## config.mk

```make
export PLATFORM = sky130hd
export DESIGN_NAME = encoder_8to3_flat
export DESIGN_NICKNAME = d
export VERILOG_FILES = /design/src/rtl/encoder_pkg.sv /design/src/rtl/encoder_8to3_if.sv /design/src/rtl/encoder_8to3_core.sv /design/src/rtl/encoder_8to3.sv /design/src/flat_wrapper.sv
export SDC_FILE = /design/constraint.sdc
export NUM_CORES = 1
export LEC_CHECK = 0
export CAP_MARGIN = 30
export CORE_AREA = 2 2 39 41
export DETAILED_ROUTE_END_ITERATION = 10
export DIE_AREA = 0 0 41 43
export GPL_TIMING_DRIVEN = 0
export SLEW_MARGIN = 20
export SYNTH_ARGS = -nofsm -noshare
export SYNTH_HDL_FRONTEND = slang
export SYNTH_HIERARCHICAL = 1
export SYNTH_SLANG_ARGS = --single-unit
```

## constraint.sdc

```tcl
create_clock -name clk -period 0.8 [get_ports clk]
set_input_delay 0.16 -clock clk [delete_from_list [all_inputs] [get_ports clk]]
set_output_delay 0.16 -clock clk [all_outputs]
set_load 0.01 [all_outputs]
```

## src/rtl/encoder_pkg.sv

```systemverilog
// Shared widths and types for the registered 8-to-3 encoder.
package encoder_pkg;

    localparam int ENC_IN_W  = 8;
    localparam int ENC_OUT_W = 3;

    typedef logic [ENC_IN_W-1:0]  enc_in_t;
    typedef logic [ENC_OUT_W-1:0] enc_idx_t;

endpackage

```

## src/rtl/encoder_8to3_if.sv

```systemverilog
// Request/result bundle between the select logic, the encoder stage and the index consumer.
interface encoder_8to3_if
    import encoder_pkg::*;
#(
    parameter int IN_W = ENC_IN_W
);

    localparam int OUT_W = $clog2(IN_W);

    logic [IN_W-1:0]  in;
    logic             in_valid;
    logic [OUT_W-1:0] out;
    logic             out_valid;
    logic             zero;
    logic             multi;

    // Producer side: drives the candidate vector and watches the encoded result.
    modport master (
        output in,
        output in_valid,
        input  out,
        input  out_valid,
        input  zero,
        input  multi
    );

    // Encoder side: consumes the vector and presents the registered result.
    modport slave (
        input  in,
        input  in_valid,
        output out,
        output out_valid,
        output zero,
        output multi
    );

endinterface

```

## src/rtl/encoder_8to3_core.sv

```systemverilog
// Combinational core: priority scan for the bit index plus a popcount-based
// detector for the empty and multi-hot cases.
module encoder_8to3_core
    import encoder_pkg::*;
#(
    parameter int  IN_W     = ENC_IN_W,
    parameter bit  PRIO_MSB = 1'b1,
    localparam int OUT_W    = $clog2(IN_W)
) (
    input  logic [IN_W-1:0]  in,
    output logic [OUT_W-1:0] idx,
    output logic             zero,
    output logic             multi
);

    localparam int CNT_W = $clog2(IN_W + 1);

    logic [CNT_W-1:0] count;

    // Priority scan: the last match in scan order wins, so the scan direction
    // selects whether the highest or the lowest set bit is reported.
    always_comb begin
        idx = '0;
        if (PRIO_MSB) begin
            for (int i = 0; i < IN_W; i++) begin
                if (in[i]) begin
                    idx = OUT_W'(i);
                end
            end
        end else begin
            for (int i = IN_W - 1; i >= 0; i--) begin
                if (in[i]) begin
                    idx = OUT_W'(i);
                end
            end
        end
    end

    // Population count drives both flags, which keeps them mutually exclusive.
    always_comb begin
        count = '0;
        for (int i = 0; i < IN_W; i++) begin
            count = count + CNT_W'(in[i]);
        end
        zero  = (count == '0);
        multi = (count >= CNT_W'(2));
    end

endmodule

```

## src/rtl/encoder_8to3.sv

```systemverilog
// Registered 8-to-3 encoder stage: one cycle of latency, a new vector every
// cycle, flags qualified by in_valid.
module encoder_8to3
    import encoder_pkg::*;
#(
    parameter int  IN_W     = ENC_IN_W,
    parameter bit  PRIO_MSB = 1'b1,
    localparam int OUT_W    = $clog2(IN_W)
) (
    input  logic         clk,
    input  logic         rst,
    encoder_8to3_if.slave bus
);

    logic [OUT_W-1:0] core_idx;
    logic             core_zero;
    logic             core_multi;

    logic [OUT_W-1:0] out_q;
    logic             out_valid_q;
    logic             zero_q;
    logic             multi_q;

    encoder_8to3_core #(
        .IN_W     (IN_W),
        .PRIO_MSB (PRIO_MSB)
    ) u_core (
        .in    (bus.in),
        .idx   (core_idx),
        .zero  (core_zero),
        .multi (core_multi)
    );

    // Output register: index always follows the input, flags only count when valid.
    always_ff @(posedge clk or posedge rst) begin
        if (rst) begin
            out_q       <= '0;
            out_valid_q <= 1'b0;
            zero_q      <= 1'b0;
            multi_q     <= 1'b0;
        end else begin
            out_q       <= core_idx;
            out_valid_q <= bus.in_valid;
            zero_q      <= bus.in_valid & core_zero;
            multi_q     <= bus.in_valid & core_multi;
        end
    end

    assign bus.out       = out_q;
    assign bus.out_valid = out_valid_q;
    assign bus.zero      = zero_q;
    assign bus.multi     = multi_q;

endmodule

```

## src/flat_wrapper.sv

```systemverilog
// flat-port wrapper written by rule: the top's interface ports become plain ports
module encoder_8to3_flat import encoder_pkg::*;
#(
    parameter int  IN_W     = ENC_IN_W,
    parameter bit  PRIO_MSB = 1'b1,
    localparam int OUT_W    = $clog2(IN_W)
)
  (clk, rst, bus_in, bus_in_valid, bus_out, bus_out_valid, bus_zero, bus_multi);
  encoder_8to3_if #(.IN_W(IN_W)) bus_i ();
  input  logic clk;
  input  logic rst;
  input wire logic [$bits(bus_i.in)-1:0] bus_in;
  input wire logic [$bits(bus_i.in_valid)-1:0] bus_in_valid;
  output wire logic [$bits(bus_i.out)-1:0] bus_out;
  output wire logic [$bits(bus_i.out_valid)-1:0] bus_out_valid;
  output wire logic [$bits(bus_i.zero)-1:0] bus_zero;
  output wire logic [$bits(bus_i.multi)-1:0] bus_multi;
  assign bus_i.in = bus_in;
  assign bus_i.in_valid = bus_in_valid;
  assign bus_out = bus_i.out;
  assign bus_out_valid = bus_i.out_valid;
  assign bus_zero = bus_i.zero;
  assign bus_multi = bus_i.multi;
  encoder_8to3 #(.IN_W(IN_W), .PRIO_MSB(PRIO_MSB)) u_core (.clk(clk), .rst(rst), .bus(bus_i));
endmodule
```

* Yosys cells after proc, flatten, opt, wreduce, memory -nomap -nowiden
Cells that the tools add are included.
Storage, ports and cells: logic and storage cells 22, memories kept 0, ROM bits 0, output and inout port bits 6, register bits 6, bits in latches 0, bits in writable memories 0, bits of input ports 11
Cells by class: reductions and logical operators 1, magnitude comparators 1, equality and inequality tests 0, div/mod/pow operators 0, bitwise gates (word level) 2, multiplexer cells 7, shift-type cells 0, add/subtract/negate cells 7, multipliers 0
Operators with widths (number):
- $mux 3 | 6
- $add 4x1->4 | 4
- $add 3x1->4 | 1
- $ge 4x2->1 const B | 1
- $logic_not 4->1 | 1
- $add 2x1->3 | 1
- $add 1x1->2 | 1
- $and 1x1->1 | 2
- $mux 1 | 1

* Longest topological paths before layout
depth after elaboration 9, depth in mapped cells 12, depth with buffers taken out 12

* By module
Netlist, hierarchy kept.
By module, submodules not included:
- encoder_8to3_core | area each 235.2 µm², times used 1, cells an instance 32, sequential area each 0.0 µm²
- encoder_8to3 | area each 166.4 µm², times used 1, cells an instance 9, sequential area each 150.1 µm²

* Least setup slack after synthesis
No wires, ideal clock.
path kind in2reg, start input bus_in[0], end register u_core.zero_q, in the netlist u_core/bus.zero, slack -2.098 ns, path buffers 0, required time 0.681 ns, cell stages on the path 12, arrival 2.779 ns, setup time 0.119 ns, cells stage by stage inv_1 > fa_1 > fa_1 > fa_1 > inv_1 > ha_1 > inv_1 > fa_1 > nor4bb_1 > a32oi_1 > nor2_1 > and2_1
On the way: longest elaborated chain between the ends 9
Ends and longest elaborated chain:
- start, declared | line flat_wrapper.sv:12 | input wire logic [$bits(bus_i.in)-1:0] bus_in;
- $add 1x1->2 | line encoder_8to3_core.sv:43 | count = count + CNT_W'(in[i]);
- $add 2x1->3 | line encoder_8to3_core.sv:43
- $add 3x1->4 | line encoder_8to3_core.sv:43
- $add 4x1->4 (4 in series) | line encoder_8to3_core.sv:43
- $logic_not 4->1 | line encoder_8to3_core.sv:45 | zero = (count == '0);
- named net u_core.core_zero | line encoder_8to3.sv:16 | logic core_zero;
- $and 1x1->1 | line encoder_8to3.sv:44 | zero_q <= bus.in_valid & core_zero;
- end signal, assigned | line encoder_8to3.sv:44
- end, declared | line encoder_8to3.sv:21 | logic zero_q;
The timed path passes the listed nets, and every way through them passes these cells.

* Worst setup path after layout
Ends and elaborated chain as after synthesis.

==> implementation parameters <==
Parameter                              Value

Run status
  Result of the run ... finished, violations left
  Failing checks ... negative setup slack

Floorplan
  Initial Utilization ... 29.02%
  Die area ... 0.001763 mm^2
  FP Rows ... 14
  Core box area ... between 0.001 and 0.0015 mm^2
  Vert. Die Dim ... 43 um
  Number of primary I/O pins ... 17
  Die Wd ... about 40 um

Pwr
  Worst vdd ir ... 0.5839 mV
  Combinational share of power ... about 44%
  Sequential cell fraction of total power ... 31.9%
  Internal Dissipation ... 0.7566 mW
  Net switching component of the power ... 0.3231 mW
  Fraction of power spent switching nets ... roughly 30%
  Ratio of total power to cell area ... about 1700 mW/mm^2
  Leakage Power ... 0.3185 nW
  Share of total power in the clock network ... 24.6%

Yosys
  Instance count of the mapped netlist ... 41
  Number of synthesis warnings ... 6
  Top cell type by total area after synthesis ... sky130_fd_sc_hd__dfrtp_1
  Average footprint of a synthesized cell ... 9.796 um^2
  Sequential-to-total area share from yosys stat ... 37.38%
  Area share of the leading cell type in the synthesized netlist ... 37.38%
  Seq cells post-synth ... 6
  Post-synthesis instance area ... ~400 um^2
  Cell variety after synth ... 13
  Net count after synthesis ... 59
  Synth area leaders ... sky130_fd_sc_hd__dfrtp_1 (37%), sky130_fd_sc_hd__fa_1 (20%), sky130_fd_sc_hd__inv_1 (14%)

Layout
  Number of fill cells ... 151
  Area used by multi-input combinational logic ... about 210 um^2
  Number of antenna repair diodes ... 0
  Area Growth Syn to Fin ... 57.32%
  Share of layout cells above drive strength 1 ... 41.27%
  Net total in the final layout ... 83
  Final cell utilization of the core ... 45.66%
  Area taken by flip-flops and latches ... 150.1 um^2

Place
  Total half-perimeter wirelength after legalization and detailed placement ... roughly 580 um
  Number of buffers inserted by port buffering ... 16
  Placer's final routability congestion estimate ... 0.6647
  Post-placement worst setup slack ... -2.750 ns

Worst setup path
  Type of the worst setup path ... in -> reg
  Sort of element at the start of the critical path ... input port
  Data arrival at the endpoint of the critical path ... about 3.0 ns
  Critical Path End Type ... flip-flop
  Required time at the endpoint of the critical path ... 0.93 ns
  Maximum fanout count along the critical path ... 2

STA
  PnR worst setup slack ... -2.074 ns
  Achievable frequency ... 348.0 MHz
  Aggregate negative setup slack ... -4.575 ns
  Slew margin rel. ... a little over four fifths
  Final worst path period need ... 2.874 ns
  Hold Worst Slack ... 0.1335 ns
  Part of the cycle the worst path needs ... 359.2%
  Slew at the pin closest to its max-slew limit ... 0.2406 ns
  Number of slew-limit violations in the final report ... 0
  Hold Vio Cnt, Final ... 0
  RSZ-0062 raised after global routing ... yes
  Setup violation total in the final timing report ... 8

Clocking
  Clock buffer count from CTS ... 3
  Buffers from clock root to sink, at most ... 2
  H-tree depth reported by CTS ... 1
  Clock tree from TritonCTS ... yes
  Reg clk slew, reported paths ... 0.04 ns
  Hold buffer count at cts ... 0
  Count of clock tree sinks ... 6
  Clock root buffer ... sky130_fd_sc_hd__clkbuf_4

Routing
  Drt first-iter violations ... 6
  Total wirelength of the detailed-routed design ... around 800 um
  Wire length per cell ... 10.39 um
  Drt pass-1 iters ... 4
  Post-route DRC ... 0
  Antenna Violating Nets Remaining ... 0
  Via count ... 337
  Mean number of vias per cell ... 4.266

Global routing
  Number of global-route vias before repair ... 307
  Global routing usage summed across all routing layers ... 9.909%
  Final global-route overflow total ... 0
  Initial antenna violation count ... 0
  Wire length of the first global-routing pass ... ~1100 um
  Maximum number of pins on one net before global-route repair ... 7

Worst hold path
  Class of the tightest hold or removal check ... in -> async

Flow run
  Number of violations of the max-capacitance limit ... 0
metal layers:
layer  global-route usage (%)  vias to the layer above  wire length [um]
met5                        0                        -                 0
met4                    10.00                        0                 0
met3                    1.571                        0                81
met2                    15.63                       11               458
met1                    9.868                      158               281
li1                         -                      168                 -
repair_timing:
action | in CTS | in global routing
gates cloned | 0 | 0
hold endpoints to repair | 0 | 0
pin swaps | 6 | 6
setup buffers | 2 | 1
resized for setup | 45 | 7
endpoints found under the setup margin | 9 | 9
flip-flops by register name, indices dropped and copies added, names as in the netlist:
name	count
u_core/bus.out	3
u_core/bus.multi	1
u_core/bus.zero	1
u_core/bus.out_valid	1
worst paths after layout:
check,cells after the start,endpoint,start
worst max-delay path,13,u_core/bus.zero$_DFF_PP0_,bus_in[0]
max in group asynchronous,2,u_core/bus.multi$_DFF_PP0_,rst
worst min-delay path,2,u_core/bus.out[0]$_DFF_PP0_,rst
min in group clk,3,u_core/bus.out[1]$_DFF_PP0_,bus_in[3]
layout make-up:
cell class | count | share of cell area [%]
multi-input cells | 20 | 33.86
repair buffers | 19 | 25.54
flip-flops and latches | 6 | 23.76
inverters | 15 | 10.10
clock buffers | 3 | 3.564
well taps | 16 | 3.168
power groups by stage:
stage	Clock [mW]	Sequential, mW	Combinational (mW)
2_1_floorplan	0	0.369	0.231
3_3_place_gp	0	0.348	0.409
3_5_place_dp	0	0.351	0.418
4_1_cts	0.278	0.345	0.405
5_1_grt	0.289	0.349	0.539
6_report	0.265	0.345	0.470
stage by stage:
stage	power, mW	cell area [um^2]	cells
2_1_floorplan	0.5991	411.6	41
3_3_place_gp	0.7567	591.8	73
3_5_place_dp	0.7685	591.8	73
4_1_cts	1.028	589.3	78
5_1_grt	1.177	631.9	79
6_report	1.080	631.9	79
cells in the final DEF (no fill, tap or decap), types with 2 or more instances in the layout:
master,netlist,layout
sky130_fd_sc_hd__and2_1,2,2
sky130_fd_sc_hd__buf_2,0,5
sky130_fd_sc_hd__buf_4,0,3
sky130_fd_sc_hd__buf_6,0,3
sky130_fd_sc_hd__clkbuf_4,0,3
sky130_fd_sc_hd__clkdlybuf4s50_1,0,3
sky130_fd_sc_hd__dfrtp_1,6,6
sky130_fd_sc_hd__dlygate4sd2_1,0,4
sky130_fd_sc_hd__fa_1,4,4
sky130_fd_sc_hd__ha_1,3,2
sky130_fd_sc_hd__inv_1,15,7
sky130_fd_sc_hd__inv_2,0,7
sky130_fd_sc_hd__nor2_1,3,3
sky130_fd_sc_hd__o21ai_0,2,2
synth_stat cells:
cell	n
sky130_fd_sc_hd__and2_1	2
sky130_fd_sc_hd__a32oi_1	1
sky130_fd_sc_hd__o31ai_1	1
sky130_fd_sc_hd__a31o_2	1
sky130_fd_sc_hd__nand3_1	1
sky130_fd_sc_hd__nor2_1	3
sky130_fd_sc_hd__o21ai_0	2
sky130_fd_sc_hd__inv_1	15
sky130_fd_sc_hd__nand2_1	1
sky130_fd_sc_hd__dfrtp_1	6
sky130_fd_sc_hd__ha_1	3
sky130_fd_sc_hd__nor4bb_1	1
sky130_fd_sc_hd__fa_1	4
kinds of logic after synthesis:
family	count (synthesis)	synth area share, %
and+or+nand+nor	8	10.59
buffers and inverters	15	14.02
AOI/OAI and AO/OA	5	8.724
DFF	6	37.38
adders and majority gates	7	29.29
worst max-delay path: stages:
cell                       delay (ns)
sky130_fd_sc_hd__buf_8           0.08
sky130_fd_sc_hd__inv_8           0.02
sky130_fd_sc_hd__fa_1            0.49
sky130_fd_sc_hd__fa_1            0.57
sky130_fd_sc_hd__fa_1            0.43
sky130_fd_sc_hd__inv_2           0.08
sky130_fd_sc_hd__ha_4            0.13
sky130_fd_sc_hd__inv_2           0.03
sky130_fd_sc_hd__fa_1            0.45
sky130_fd_sc_hd__nor4bb_2        0.18
sky130_fd_sc_hd__a32oi_1         0.18
sky130_fd_sc_hd__nor2_1          0.05
sky130_fd_sc_hd__and2_1          0.13
Note: power is estimated with default switching activity, not from simulation.
